File: src/rtl/hd_program_loader.sv
// hd_program_loader: captures HD file records from the BIOS scanner into a
// program table and copies a selected program body from HD into imem.
//
// Build option: define LOADER_CHECKSUM_EN to enable the XOR checksum of
// copied words; when undefined, checksum is tied to zero.
//
// Ports:
//   clk, reset        clock, asynchronous active-high reset
//   save_page, page   record strobe; page = {start_pc, end_pc}
//   bios_active       loads are refused while the BIOS scan runs
//   load_req/pid      copy request (sampled in IDLE only)
//   hd_rd/addr/data   HD read port; data valid the cycle after hd_rd
//   imem_we/addr/wd   instruction-memory write port (body offset address)
//   load_busy         copy in progress (RD/WR)
//   load_done/err     1-cycle completion / rejection pulses
//   bad_page          1-cycle pulse on a rejected record
//   prog_count        valid table entries; table_full when at depth
//   checksum          XOR of the words written by the last copy
module hd_program_loader #(
  parameter int MAX_PROGS = 16,
  parameter int PID_W     = 4,
  parameter int IMEM_AW   = 10
) (
  input  logic               clk,
  input  logic               reset,
  input  logic               save_page,
  input  logic [31:0]        page,
  input  logic               bios_active,
  input  logic               load_req,
  input  logic [PID_W-1:0]   load_pid,
  output logic               hd_rd,
  output logic [15:0]        hd_addr,
  input  logic [31:0]        hd_data,
  output logic               imem_we,
  output logic [IMEM_AW-1:0] imem_addr,
  output logic [31:0]        imem_wdata,
  output logic               load_busy,
  output logic               load_done,
  output logic               load_err,
  output logic               bad_page,
  output logic [PID_W:0]     prog_count,
  output logic               table_full,
  output logic [31:0]        checksum
);

  localparam logic [PID_W:0] CNT_MAX =
    (PID_W+1)'(MAX_PROGS);
  localparam logic [16:0] MAX_LEN =
    17'(2**IMEM_AW);

  typedef enum logic [1:0] {
    S_IDLE,
    S_RD,
    S_WR,
    S_DONE
  } state_t;

  state_t state, state_n;

  logic [31:0]        tbl [MAX_PROGS];
  logic [PID_W:0]     count_q;

  logic [15:0]        cur_q, cur_n;
  logic [15:0]        last_q, last_n;
  logic [IMEM_AW-1:0] ptr_q, ptr_n;

  // ---------------------------------------------------------------
  // Record capture
  // ---------------------------------------------------------------
  // Widened to 17 bits so start = 0xFFFF cannot wrap start+1 to 0.
  logic [16:0] rec_start1;
  logic [16:0] rec_end;
  logic [16:0] rec_len;
  logic        rec_short;
  logic        rec_long;
  logic        rec_bad;
  logic        full;
  logic        rec_store;

  assign rec_start1 = {1'b0, page[31:16]} + 17'd1;
  assign rec_end    = {1'b0, page[15:0]};
  assign rec_len    = rec_end - rec_start1;
  assign rec_short  = (rec_end <= rec_start1);
  assign rec_long   = (rec_len > MAX_LEN);
  assign rec_bad    = rec_short | rec_long;
  assign full       = (count_q == CNT_MAX);
  assign rec_store  = save_page & ~rec_bad & ~full;

  always_ff @(posedge clk or posedge reset) begin
    if (reset) begin
      for (int i = 0; i < MAX_PROGS; i++)
        tbl[i] <= '0;
      count_q  <= '0;
      bad_page <= 1'b0;
    end else begin
      bad_page <= save_page & rec_bad;
      if (rec_store) begin
        tbl[count_q[PID_W-1:0]] <= page;
        count_q <= count_q + 1'b1;
      end
    end
  end

  assign prog_count = count_q;
  assign table_full = full;

  // ---------------------------------------------------------------
  // Load request decode
  // ---------------------------------------------------------------
  // Uses the pre-increment count: a record saved in the same cycle
  // becomes loadable only from the next cycle.
  logic        pid_ok;
  logic        req_ok;
  logic        accept;
  logic        reject;
  logic [31:0] sel;

  assign pid_ok = ({1'b0, load_pid} < count_q);
  assign req_ok = pid_ok & ~bios_active;
  assign sel    = tbl[load_pid];
  assign accept = (state == S_IDLE) & load_req & req_ok;
  assign reject = (state == S_IDLE) & load_req & ~req_ok;

  // ---------------------------------------------------------------
  // FSM: state and copy pointers
  // ---------------------------------------------------------------
  always_ff @(posedge clk or posedge reset) begin
    if (reset) begin
      state  <= S_IDLE;
      cur_q  <= '0;
      last_q <= '0;
      ptr_q  <= '0;
    end else begin
      state  <= state_n;
      cur_q  <= cur_n;
      last_q <= last_n;
      ptr_q  <= ptr_n;
    end
  end

  // ---------------------------------------------------------------
  // FSM: next state
  // ---------------------------------------------------------------
  // last holds end-1, the HD address of the final body word.
  always_comb begin
    state_n = state;
    cur_n   = cur_q;
    last_n  = last_q;
    ptr_n   = ptr_q;
    unique case (state)
      S_IDLE: begin
        if (accept) begin
          state_n = S_RD;
          cur_n   = sel[31:16] + 16'd1;
          last_n  = sel[15:0] - 16'd1;
          ptr_n   = '0;
        end
      end
      S_RD: begin
        state_n = S_WR;
      end
      S_WR: begin
        cur_n = cur_q + 16'd1;
        ptr_n = ptr_q + IMEM_AW'(1);
        if (cur_q == last_q)
          state_n = S_DONE;
        else
          state_n = S_RD;
      end
      S_DONE: begin
        state_n = S_IDLE;
      end
      default: begin
        state_n = S_IDLE;
      end
    endcase
  end

  // ---------------------------------------------------------------
  // FSM: output decode
  // ---------------------------------------------------------------
  // The read strobe is launched from the next state so it overlaps
  // RD; the HD word then returns during WR and is written at the
  // end of WR, so write outputs trail WR by one cycle.
  logic               hd_rd_d;
  logic [15:0]        hd_addr_d;
  logic               imem_we_d;
  logic [IMEM_AW-1:0] imem_addr_d;
  logic [31:0]        imem_wdata_d;
  logic               busy_d;
  logic               done_d;
  logic               err_d;

  always_comb begin
    hd_rd_d      = 1'b0;
    hd_addr_d    = '0;
    imem_we_d    = 1'b0;
    imem_addr_d  = '0;
    imem_wdata_d = '0;
    busy_d       = 1'b0;
    done_d       = 1'b0;
    err_d        = reject;
    unique case (state_n)
      S_RD: begin
        hd_rd_d   = 1'b1;
        hd_addr_d = cur_n;
        busy_d    = 1'b1;
      end
      S_WR: begin
        busy_d = 1'b1;
      end
      default: begin
      end
    endcase
    unique case (state)
      S_WR: begin
        imem_we_d    = 1'b1;
        imem_addr_d  = ptr_q;
        imem_wdata_d = hd_data;
      end
      S_DONE: begin
        done_d = 1'b1;
      end
      default: begin
      end
    endcase
  end

  always_ff @(posedge clk or posedge reset) begin
    if (reset) begin
      hd_rd      <= 1'b0;
      hd_addr    <= '0;
      imem_we    <= 1'b0;
      imem_addr  <= '0;
      imem_wdata <= '0;
      load_busy  <= 1'b0;
      load_done  <= 1'b0;
      load_err   <= 1'b0;
    end else begin
      hd_rd      <= hd_rd_d;
      hd_addr    <= hd_addr_d;
      imem_we    <= imem_we_d;
      imem_addr  <= imem_addr_d;
      imem_wdata <= imem_wdata_d;
      load_busy  <= busy_d;
      load_done  <= done_d;
      load_err   <= err_d;
    end
  end

  // ---------------------------------------------------------------
  // Checksum
  // ---------------------------------------------------------------
`ifdef LOADER_CHECKSUM_EN
  // Accumulates the same word that is being registered into
  // imem_wdata, so it is final on the edge of the last write.
  logic [31:0] csum_q;

  always_ff @(posedge clk or posedge reset) begin
    if (reset)
      csum_q <= '0;
    else if (accept)
      csum_q <= '0;
    else if (state == S_WR)
      csum_q <= csum_q ^ hd_data;
  end

  assign checksum = csum_q;
`else
  assign checksum = '0;
`endif

endmodule

File: config.mk
export PLATFORM = sky130hd
export DESIGN_NAME = hd_program_loader
export DESIGN_NICKNAME = d
export VERILOG_FILES = /design/src/rtl/hd_program_loader.sv
export SDC_FILE = /design/constraint.sdc
export NUM_CORES = 1
export LEC_CHECK = 0
export ABC_AREA = 0
export CAP_MARGIN = 20
export CORE_ASPECT_RATIO = 0.6
export CORE_MARGIN = 2
export CORE_UTILIZATION = 45
export CTS_BUF_LIST = sky130_fd_sc_hd__clkbuf_2
export DETAILED_ROUTE_END_ITERATION = 12
export GPL_TIMING_DRIVEN = 0
export PLACE_DENSITY = 0.62
export SLEW_MARGIN = 5
export SYNTH_ARGS = -nofsm -noshare
export SYNTH_HDL_FRONTEND = slang
export SYNTH_SLANG_ARGS = --single-unit
File: constraint.sdc
create_clock -name clk -period 38.1 [get_ports clk]
set_clock_uncertainty 0.05 [all_clocks]
set_input_delay 5.715 -clock clk [delete_from_list [all_inputs] [get_ports clk]]
set_output_delay 5.715 -clock clk [all_outputs]
set_load 0.02 [all_outputs]
==> results by stage, run 1 <==
Run status:
- The flow ran to the end, and the final reports show no timing, DRC or antenna violations.

Setup path:
- For the worst setup path, the data required time is 39.09 ns.
- The internal reg-to-reg setup slack is 33.68 ns.
- The critical path is of the input pin to flip-flop type.
- The kind of start point of the critical path is an input pin.
- Following the worst setup path forward leads to its endpoint at tbl[154].
- The worst reg2reg path startpoint is prog_count[3].
- The origin of the worst setup path is page[18].
- The nature of the critical path endpoint is a flip-flop.
- Data arrives at the worst endpoint at 11.25 ns.
- The highest fanout seen on the critical path is 10.
- The endpoint of the most critical register-to-register path is hd_addr[10].
- The cell depth of the worst flop-to-flop path is 11.

Floorplanning:
- After floorplanning, the core was divided into 73 placement rows.
- From left edge to right edge, the die measures 337.1 um.
- The region available for standard cell placement spans 66040 um2.
- The initial utilization of the core area, before any placement, comes to 45.37%.
- The overall die area is 68730 um2.
- 175 I/O pins were placed.
- The die height is 203.9 um.

Finish:
- From synthesis to final layout, the design area changed by 13.75%.
- In the layout the commonest cells are dfrtp_1 (625), mux2_2 (515), clkbuf_2 (208), clkdlybuf4s50_1 (132), mux4_2 (128).
- The number of fill cells in the layout is 5621.
- The library cell used most frequently in the layout, excluding fill and tap cells, is dfrtp_1.
- The number of nets in the finished design is 2579.
- Measured on the finished design, the core utilization comes to 51.62%.
- The final non-filler cell total is 3474.
- The share of post-route cells with drive strength above 1 is 39.05%.

CTS:
- TritonCTS created 151 clock buffers.
- The tree is rooted in a clkbuf_2.
- The H-tree generated during clock tree synthesis spans 4 levels.
- CTS saw 625 sinks.
- The longest clock path from root to sink contains 3 buffers.
- Clock-pin slew was measured on the worst setup and hold paths at 0.10 ns.
- The post-CTS setup buffer count is 0.
- The clock tree from TritonCTS is built.
- The insertion delay of the later-clocked pin in the worst-skew pair is 1.22 ns.
- The number of gates given a new drive strength after cts is 0.
- In this run, post-CTS hold repair placed 0 buffers.

Power and ir drop:
- Dividing total power by cell area gives a power density of 43.04 nW/um2.
- The worst-case IR drop observed on VDD is 0.00002378 V.
- The total leakage power is 16.83 nW.

Logic synthesis:
- Of all cell types, the one taking the most synthesized area is dfrtp_1.
- After synthesis, the largest family of logic cells by area is multiplexers.
- The share of synthesized area in the top cell type comes to 52.20%.
- The synthesized netlist devotes 6.193% of its cell area to simple gates.
- By area the synthesized netlist is led by dfrtp_1 (52%), mux2_2 (19%), mux4_2 (9.6%).
- The primary flip-flop cell chosen by synthesis mapping is dfrtp_1.
- After synthesis, the mean cell area works out to 13.94 um2.
- The area share of xor/xnor cells in the synthesized design is 1.754%.
- The number of synthesized flops with an enable pin is 0.
- After technology mapping, the gate count stands at 2150.
- The compound-gate portion of the synthesized area is 3.971%.
- The Yosys step of the flow raised 0 warnings.
- In the synthesized netlist the async set-or-reset flop fraction comes to 100.0%.
- In this run, synthesis produced a sequential element count of 625.
- The distinct cell type count of the synthesized netlist is 72.
- The sequential area share after synthesis is 52.20%.
- The netlist area before placement is 29960 um2.
- The synthesized netlist devotes 1.211% of its cell area to adder and majority cells.
- The proportion of synthesized area in mux cells is 30.67%.

Timing:
- The total count of max-transition violations in the final report is 0.
- The final number of setup-violating endpoints is 0.
- The relative max-transition margin is 11.45%.
- The transition at the pin with the smallest max-transition slack is 1.328 ns.
- Setup repair after global routing left no endpoint under its margin.
- The number of failing hold endpoints at the final stage is 0.
- In the post-route analysis, the smallest setup slack over all paths is 27.83 ns.
- The post-layout minimum cycle time is 10.27 ns.
- After routing, the total negative slack on setup checks comes to 0 ns.
- Static timing analysis puts the maximum clock frequency at 0.09738 GHz.
- The final period utilization is 26.95%.

Worst hold path:
- The worst hold path class is flip-flop to flip-flop.

GRT:
- The initial antenna violation count is 4.
- Global routing finished with a remaining overflow of 0.
- The first global-routing pass estimated 137000 um of wire.
- The via count of the first global-routing pass is 20560.
- The largest net degree at the start of global routing is 124.
- The total global routing track utilization is 27.42%.

Place:
- Once detailed placement completed, the half-perimeter wirelength came to 64600 um.
- The number of buffers inserted by port buffering is 132.
- The final estimated routing congestion in global placement is 0.9310.
- In this run, placement finished with an instance count of 3222.
- OpenSTA, run right after detailed placement, puts the worst setup slack at 26.87 ns.

Drt:
- The remaining routing DRC violations is 0.
- The violation count after the first detailed-routing iteration is 1920.
- The via count normalized by instance count is 5.866.
- Detailed routing inserted a total of 20380 vias.
- The aggregate routed wire length is 92390 um.
- The remaining antenna violation count is 0.
- The wire length per cell after detailed routing is 26.59 um.
- The first-pass iteration count of the detailed router is 6.

Job:
- The number of violations of the max-capacitance limit is 0.
where the power goes:
| part | switching [mW] | internal [mW] |
|---|---|---|
| combinational | 0.171 | 0.106 |
| clock | 0.279 | 0.179 |
| sequential | 0.0308 | 0.702 |
| total | 0.481 | 0.986 |
synthesized netlist by cell type, types with 9 or more instances:
| master | number |
|---|---|
| and2_1 | 11 |
| nand2b_1 | 13 |
| buf_2 | 61 |
| buf_6 | 10 |
| xnor2_1 | 34 |
| xor2_1 | 26 |
| a221oi_1 | 15 |
| nor3_1 | 24 |
| a21oi_1 | 31 |
| mux2_2 | 515 |
| ha_1 | 29 |
| nand2_1 | 74 |
| nor2_1 | 63 |
| inv_1 | 18 |
| a22oi_1 | 12 |
| nand4_1 | 29 |
| buf_4 | 37 |
| mux4_2 | 128 |
| a211oi_1 | 9 |
| mux2i_1 | 34 |
| a21o_1 | 14 |
| o21ai_0 | 50 |
| and3_1 | 58 |
| o21ai_1 | 9 |
| clkbuf_1 | 78 |
| dfrtp_1 | 625 |
| nand3_1 | 27 |
stage by stage:
step | hold WS (ns) | power, mW | area [um2]
2_1_floorplan | 0.3936 | 0.9046 | 30080
3_3_place_gp | 0.4270 | 1.010 | 32530
3_5_place_dp | 0.4379 | 1.017 | 32730
4_1_cts | 0.4601 | 1.472 | 34050
5_1_grt | 0.4676 | 1.543 | 34080
6_report | 0.4588 | 1.467 | 34090
critical path: stages:
cell	delay (ns)
clkdlybuf4s50_1	0.54
clkbuf_1	0.45
clkbuf_1	0.50
xnor2_1	0.30
ha_1	0.43
o211ai_1	0.23
a21oi_1	0.10
o21ai_0	0.50
o21ai_0	0.19
o32ai_1	0.32
and4_1	0.27
buf_2	0.22
buf_4	0.20
nand4_1	0.45
buf_2	0.48
mux2_2	0.34
how the worst min path moves through the flow:
stage / slack [ns] / from / endpoint / depth (start not counted)
after detailed placement: 0.44 / tbl[329] / tbl[329] / 1
after global routing: 0.47 / tbl[158] / tbl[158] / 1
after CTS: 0.46 / tbl[173] / tbl[173] / 1
after global placement: 0.43 / tbl[161] / tbl[161] / 1
after floorplan: 0.39 / ptr_q[9] / ptr_q[9] / 1
final: 0.46 / tbl[389] / tbl[389] / 1
logic make-up (layout without fill, tap and decap cells):
logic type               after synthesis  after routing
multiplexers                         684            684
other                                  1             35
flip-flops                           625            625
AO/OA/AOI/OAI                        183            183
adder cells (fa/ha/maj)               29             29
AND/OR/NAND/NOR                      349            349
buffers and inverters                219            609
XOR/XNOR                              60             60
metal layers:
metal	track usage, %	share of wire (%)
met3	8.634	9.5
met1	41.82	47
met5	0.07092	0
met4	6.521	1.8
met2	37.83	42
final cells by class:
class / instances / area [um2] / share of cell area, %
antenna: 3 / 7.507 / 0.02202
sequential: 625 / 15640 / 45.89
inverter: 21 / 86.33 / 0.2533
clock buffer: 208 / 1041 / 3.054
buffer: 198 / 1117 / 3.278
tap: 900 / 1126 / 3.304
timing repair buffer: 143 / 1538 / 4.511
clock inverter: 39 / 284.0 / 0.8333
multi-input combinational: 1337 / 13250 / 38.86
registers in the layout, indices dropped and copies added, names as in the netlist:
name / count
load_err: 1
bad_page: 1
hd_addr: 16
imem_we: 1
hd_rd: 1
imem_addr: 10
state: 2
ptr_q: 10
last_q: 16
cur_q: 16
load_busy: 1
tbl: 512
load_done: 1
imem_wdata: 32
prog_count: 5
Power figures use the tool's default switching activity.
==> run 2: changes to the inputs <==
==> constraint.sdc (replaced) <==
create_clock -name clk -period 10 [get_ports clk]
set_clock_uncertainty 0.05 [all_clocks]
set_input_delay 1.5 -clock clk [delete_from_list [all_inputs] [get_ports clk]]
set_output_delay 1.5 -clock clk [all_outputs]
set_load 0.02 [all_outputs]
==> run 2 against run 1 <==
Effect of this change:
- clock power grew to 3.7 times the previous value
- non-clock buffer count grew 13
- sequential power grew to 3.8 times the previous value
- core utilization grew 0.36 points
- worst setup slack lost 24 ns
- critical path type unchanged
==> results by stage, run 2 (synthesis gave the netlist of run 1 again) <==
Timing:
- The final period utilization is 62.17%.
- The total count of max-transition violations in the final report is 0.
- Setup repair after global routing left no endpoint under its margin.
- For the pin with the worst max-slew slack, the measured transition is 1.310 ns.
- The post-layout minimum cycle time is 6.217 ns.
- Headroom to the max-slew limit came out at 12.68%.
- The number of failing hold endpoints at the final stage is 0.
- The worst hold margin is 0.4579 ns.
- For this run, the top clock speed supported by timing is 0.1608 GHz.
- For the final routed database, the setup TNS stands at 0 ns.
- The final number of setup-violating endpoints is 0.

Setup path:
- The most critical setup path has its endpoint at tbl[465].
- The nature of the critical path endpoint is a flip-flop.
- The most frequent cell on the critical path is clkbuf_1.
- The worst setup path is of the input pin to flip-flop kind.
- For this design, the slowest cell found on the critical path is clkbuf_1.
- In this run the worst setup path begins at page[18].
- The critical path depth is 15.
- The highest cell delay on the worst timing path is 0.59 ns.
- The endpoint of the most critical register-to-register path is hd_addr[8].
- The signal on the critical path passes through clkdlybuf4s50_1 > clkbuf_1 > clkbuf_1 > xnor2_1 > ha_1 > o211ai_1 > a21oi_1 > o21ai_0 > o21ai_0 > o32ai_1 > and4_1 > buf_2 > nand4_1 > clkbuf_1 > mux2_2.
- STA classifies the critical path startpoint as an input pin.
- For the worst flop-to-flop path, the logic depth is 11.
- The required time of the worst setup path is 11.03 ns.
- The highest fanout seen on the critical path is 10.
- The startpoint identified for the worst register-to-register timing path is prog_count[3].
- The data arrival time of the critical path is 7.25 ns.
- Counting both buffers and inverters, the worst setup path holds a total of 5.
- The cell class contributing the biggest share of worst-path delay is buffers and inverters.
- The internal reg-to-reg setup slack is 5.64 ns.

GRT:
- The total global routing track utilization is 27.55%.
- Entering global routing, the biggest net connects 43 pins.
- The first-pass GRT wire length is 136600 um.
- The via count of the first global-routing pass came to 20750.
- The initial antenna violation count is 5.
- The overall overflow remaining after global route is 0.

Drt:
- The remaining routing DRC violations is 0.
- The violation count after the first detailed-routing iteration is 2031.
- The total number of vias is 20310.
- After detailed routing, the total wire length is 92920 um.
- The via count normalized by instance count is 5.808.
- The remaining antenna violation count is 0.
- The wire length per cell after detailed routing is 26.58 um.
- The first TritonRoute pass finished after 6 iterations.

Power and ir drop:
- Summed over all cells, the static leakage comes to 16.93 nW.
- Dividing total power by cell area gives a power density of 162.1 nW/um2.
- The worst ir drop on vdd is 0.00009005 V.
- The post-layout total power is 5.563 mW.

CTS:
- The total number of clock tree sinks is 625.
- The tree is rooted in a clkbuf_2.
- The clock transition time at the flip-flop clock pins of the worst setup and hold paths is 0.10 ns.
- Clock tree synthesis inserted a total of 152 buffers.
- The count of hold buffers inserted by post-cts repair is 0.
- The H-tree was split into 4 levels.
- The number of gates given a new drive strength after cts is 0.
- No sink is reached through more buffers than the 3 on the longest clock path.
- The clock tree from TritonCTS is built.
- The post-CTS setup buffer count is 0.
- The later pin in the worst-skew pair is clocked with a latency of 1.26 ns.

Floorplanning:
- The overall die area is 68730 um2.
- In this run the horizontal extent of the chip is 337.1 um.
- The core region is 66040 um2.
- The number of placement rows is 73.
- The die height is 203.9 um.
- For this configuration, the core starts out at a cell density of 45.37%.
- In this run the count of I/O pins placed on the die edge is 175.

Finish:
- The largest registers in the layout are tbl (512), imem_wdata (32).
- The flip-flop count of the largest register after layout is 512.
- The number of nets in the finished design is 2593.
- The share of post-route cells with drive strength above 1 is 39.51%.
- The post-layout utilization of the core is 51.97%.
- The count of cells in the finished layout, fillers not included, comes to 3496.
- Leaving out fill and tap cells, the most frequent cells in the layout are dfrtp_1 (625), mux2_2 (515), clkbuf_2 (212), clkdlybuf4s50_1 (132), mux4_2 (128).
- The commonest non-fill, non-tap cell in the layout is dfrtp_1.
- The layout-stage area growth over the synthesis result is 14.54%.
- The register with the most flip-flops in the final layout is tbl.

Place:
- The detailed-placement wirelength estimate is 66150 um.
- At the end of routability-driven placement, the weighted congestion stood at 0.9629.
- The post-placement cell count is 3236.
- The number of buffers inserted by port buffering is 132.

Run status:
- The run finished with clean final reports.

Job:
- The number of violations of the max-capacitance limit is 0.

Worst hold path:
- The min-delay analysis places its worst path in the category flip-flop to flip-flop.
## run 2: power breakdown
part           switching, mW  internal (mW)  total [mW]
clock                   1.06          0.644        1.71
sequential             0.118           2.67        2.79
combinational          0.651          0.414        1.07
total                   1.83           3.73        5.56
## run 2: area by class of cell
type | count | area [um2]
diodes | 7 | 17.52
plain buffers | 198 | 1117
clock buffers | 212 | 1061
clock inverters | 40 | 251.5
fillers | 5674 | 31720
inverters | 21 | 82.58
multi-input cells | 1337 | 13250
flip-flops and latches | 625 | 15640
well taps | 900 | 1126
repair buffers | 156 | 1780
## run 2: layer usage
| layer | track usage [%] | wire length (um) | share of wire [%] |
|---|---|---|---|
| met1 | 40.16 | 41670 | 45 |
| met2 | 37.75 | 38760 | 42 |
| met3 | 11.10 | 10320 | 11 |
| met4 | 7.653 | 2165 | 2.3 |
| met5 | 0 | 0 | 0 |
## run 2: worst min path at each step
stage               endpoint  cells after the start      from
floorplan           ptr_q[9]                      1  ptr_q[9]
global placement    tbl[161]                      1  tbl[161]
detailed placement  tbl[161]                      1  tbl[161]
CTS                 tbl[161]                      1  tbl[161]
global route        tbl[422]                      1  tbl[422]
finish              tbl[164]                      1  tbl[164]
## run 2: stage by stage
step	cell area, um2	setup WS, ns
2_1_floorplan	30080	-0.08292
3_3_place_gp	32530	-3.750
3_5_place_dp	32980	2.859
4_1_cts	34290	4.136
5_1_grt	34320	3.691
6_report	34320	3.783
## run 2: worst reg2reg max path, stage by stage, from the launching register on
cell       delay, ns
dfrtp_1         0.38
clkbuf_1        0.35
inv_1           0.17
ha_1            0.23
or2_2           0.27
a2111oi_0       0.49
or2_1           0.52
o21ai_1         0.30
clkinv_1        0.26
ha_1            0.46
clkinv_1        0.40
a211oi_1        0.32
==> run 3: changes to the inputs <==
==> constraint.sdc (replaced) <==
create_clock -name clk -period 6.4 [get_ports clk]
set_clock_uncertainty 0.05 [all_clocks]
set_input_delay 0.96 -clock clk [delete_from_list [all_inputs] [get_ports clk]]
set_output_delay 0.96 -clock clk [all_outputs]
set_load 0.02 [all_outputs]
==> run 3 against run 2 <==
Effect of this change:
- worst hold slack worse by 0.29 ns
- global-route usage hardly changed
- critical path depth is 1 higher
- clock-buffer cell count stayed put
- sequential power is 56% higher
- worst setup slack worse by 3.0 ns
- non-clock buffer count is 1 higher
- first-iteration DRC count is 3.2% higher
- power is 56% higher
- design area hardly changed
==> results by stage, run 3 (synthesis gave the netlist of run 1 again) <==
Run status:
- The flow ran to the end, and the final reports show no timing, DRC or antenna violations.

Timing:
- Setup repair after global routing left no endpoint under its margin.
- The achievable frequency is 0.1784 GHz.
- The relative max-transition margin is 9.107%.
- The number of failing hold endpoints at the final stage is 0.
- The total count of max-transition violations in the final report is 0.
- The sum of negative setup slack is 0 ns.
- Subtracting the final worst setup slack from the clock period gives 5.606 ns.
- In the post-route analysis, the smallest setup slack over all paths is 0.7942 ns.
- The transition at the pin with the smallest max-transition slack is 1.363 ns.
- The final period utilization is 87.59%.
- The final number of setup-violating endpoints is 0.

Floorplanning:
- During I/O placement, the number of pins put on the boundary was 175.
- From left edge to right edge, the die measures 337.1 um.
- The overall die area is 68730 um2.
- The floorplan step defined a core boundary enclosing 66040 um2.
- The die height is 203.9 um.
- For this configuration, the core starts out at a cell density of 45.37%.
- The floorplan has 73 rows.

Power and ir drop:
- For this design the static power due to leakage is 16.94 nW.
- The post-layout total power is 8.691 mW.
- Net switching is 32.91% of the power.
- The analysis attributes to net switching a power of 2.860 mW.
- The worst ir drop on vdd is 0.0001424 V.
- The combinational fraction of design power is 19.2%.
- The internal portion of the total power is 5.831 mW.
- Power spread over the standard cell area amounts to 253.2 nW/um2.
- Sequential cells burn 50.2% of the power.
- The portion of total power attributed to the clock network is 30.7%.

Setup path:
- The data arrival time of the critical path is 6.62 ns.
- The worst setup path is of the input pin to flip-flop kind.
- STA classifies the critical path endpoint as a flip-flop.
- Among all stages on the critical path, the largest delay is contributed by clkdlybuf4s50_1.
- The largest single stage delay on the critical path is 0.53 ns.
- Traced cell by cell, the critical path runs through clkdlybuf4s50_1 > clkbuf_1 > clkbuf_1 > xnor2_1 > ha_1 > o211ai_1 > a21oi_1 > o21ai_0 > o21ai_0 > o32ai_1 > and4_1 > buf_2 > buf_4 > nand4_1 > buf_2 > mux2_2.
- The highest fanout seen on the critical path is 10.
- The cell depth of the worst flop-to-flop path is 11.
- The required time of the worst setup path is 7.42 ns.
- The kind of start point of the critical path is an input pin.
- In this run the critical register-to-register path is launched from prog_count[3].
- The origin of the worst setup path is page[18].
- The internal reg-to-reg setup slack is 2.08 ns.

CTS:
- TritonCTS built the clock tree.
- CTS saw 625 sinks.
- Buffers inserted during clock tree synthesis total 152.
- The maximum number of buffers from clock root to sink is 3.
- Clock-pin slew was measured on the worst setup and hold paths at 0.12 ns.
- The H-tree generated during clock tree synthesis spans 4 levels.
- The post-CTS setup buffer count is 0.
- The root cell of the clock tree is clkbuf_2.
- The number of gates given a new drive strength after cts is 0.
- The number of hold buffers added after CTS was 1.
- The insertion delay of the later-clocked pin in the worst-skew pair is 1.26 ns.

Drt:
- The aggregate routed wire length is 92950 um.
- The remaining antenna violation count is 0.
- The first TritonRoute pass finished after 8 iterations.
- In the routed design, unresolved DRC markers number 0.
- The total number of vias is 20350.
- The wire length per cell after detailed routing is 26.58 um.
- For this block, the initial DRC count from the detailed router was 2095.
- The via count normalized by instance count is 5.820.

Place:
- The number of buffers inserted by port buffering is 132.
- Prior to clock tree synthesis, the placed netlist has a worst setup slack of -0.2005 ns.
- The congestion estimate from routability-driven global placement came to 0.9629.
- Once placement completed, the tool counted placed cells totaling 3236.
- Detailed placement finished with a half-perimeter wire length of 66150 um.

GRT:
- The total overflow left after global routing is 0.
- The via count of the first global-routing pass came to 20760.
- The largest net degree at the start of global routing is 43.
- The total global routing track utilization is 27.55%.
- The first-pass GRT wire length is 136600 um.
- The initial antenna violation count was 5.

Finish:
- In the final layout, the registers with the most flip-flops are tbl (512), imem_wdata (32).
- The library cell used most frequently in the layout, excluding fill and tap cells, is dfrtp_1.
- Fill cells in the final layout number 5676.
- The finished layout holds 3497 standard cells, fillers aside.
- The layout-stage area growth over the synthesis result is 14.58%.
- The share of post-route cells with drive strength above 1 is 39.50%.
- The number of nets in the finished design is 2594.
- The register with the most flip-flops in the layout has 512 of them.
- The register containing the most flip-flops in the final layout is tbl.
- The combined area of the multi-input logic cells is 13250 um2.
- In the layout the commonest cells are dfrtp_1 (625), mux2_2 (515), clkbuf_2 (212), clkdlybuf4s50_1 (132), mux4_2 (128).
- In the final layout, flip-flops and latches occupy 15640 um2.

Worst hold path:
- The min-delay analysis places its worst path in the category input pin to flip-flop.
- The critical hold path startpoint is page[22].
- The worst hold path stage count is 2.

Job:
- The number of violations of the max-capacitance limit is 0.
==> run 3: metal layers <==
layer / global-route usage (%) / vias up / wire length [um]
met4: 7.653 / 0 / 2255
met2: 37.77 / 931 / 38720
met3: 11.10 / 156 / 10480
met5: 0 / - / 0
met1: 40.16 / 10620 / 41500
li1: - / 8649 / -
==> run 3: stage by stage <==
| step | area, um2 | util, % | hold WS, ns |
|---|---|---|---|
| final | 34330 | 51.99 | 0.1684 |
| after global routing | 34330 | 51.98 | 0.09343 |
| after CTS | 34300 | 51.94 | 0.09651 |
| after detailed placement | 32980 | 49.94 | 0.4327 |
| after global placement | 32530 | 49.26 | 0.4209 |
| after floorplan | 30080 | - | 0.3936 |
==> run 3: final timing paths <==
check	end
hold reg to reg	tbl[164]
setup reg to reg	hd_addr[8]
max in group asynchronous	tbl[189]
hold / removal	tbl[502]
min in group asynchronous	tbl[489]
setup / recovery	tbl[145]
==> run 3: cell type report <==
| class | count | share of cell area [%] |
|---|---|---|
| timing repair buffer | 157 | 5.215 |
| antenna | 7 | 0.05102 |
| inverter | 21 | 0.2405 |
| sequential | 625 | 45.56 |
| buffer | 198 | 3.254 |
| clock inverter | 40 | 0.7325 |
| tap | 900 | 3.280 |
| multi-input combinational | 1337 | 38.58 |
| clock buffer | 212 | 3.090 |
==> run 3: power groups by stage <==
stage	Clock (mW)	Sequential, mW	Combinational, mW
after floorplan	0	4.50	0.888
after global placement	0	4.43	1.58
after detailed placement	0	4.43	1.64
after CTS	2.73	4.35	1.65
after global routing	2.96	4.38	1.80
final	2.67	4.36	1.67
==> run 3: critical path: cells and delay by family <==
family	cells	cell delay (ns)
AOI/OAI and AO/OA	5	1.37
xor gates and xnor gates	1	0.32
adders and majority gates	1	0.42
buffers and inverters	6	2.46
muxes	1	0.34
and+or+nand+nor	2	0.75
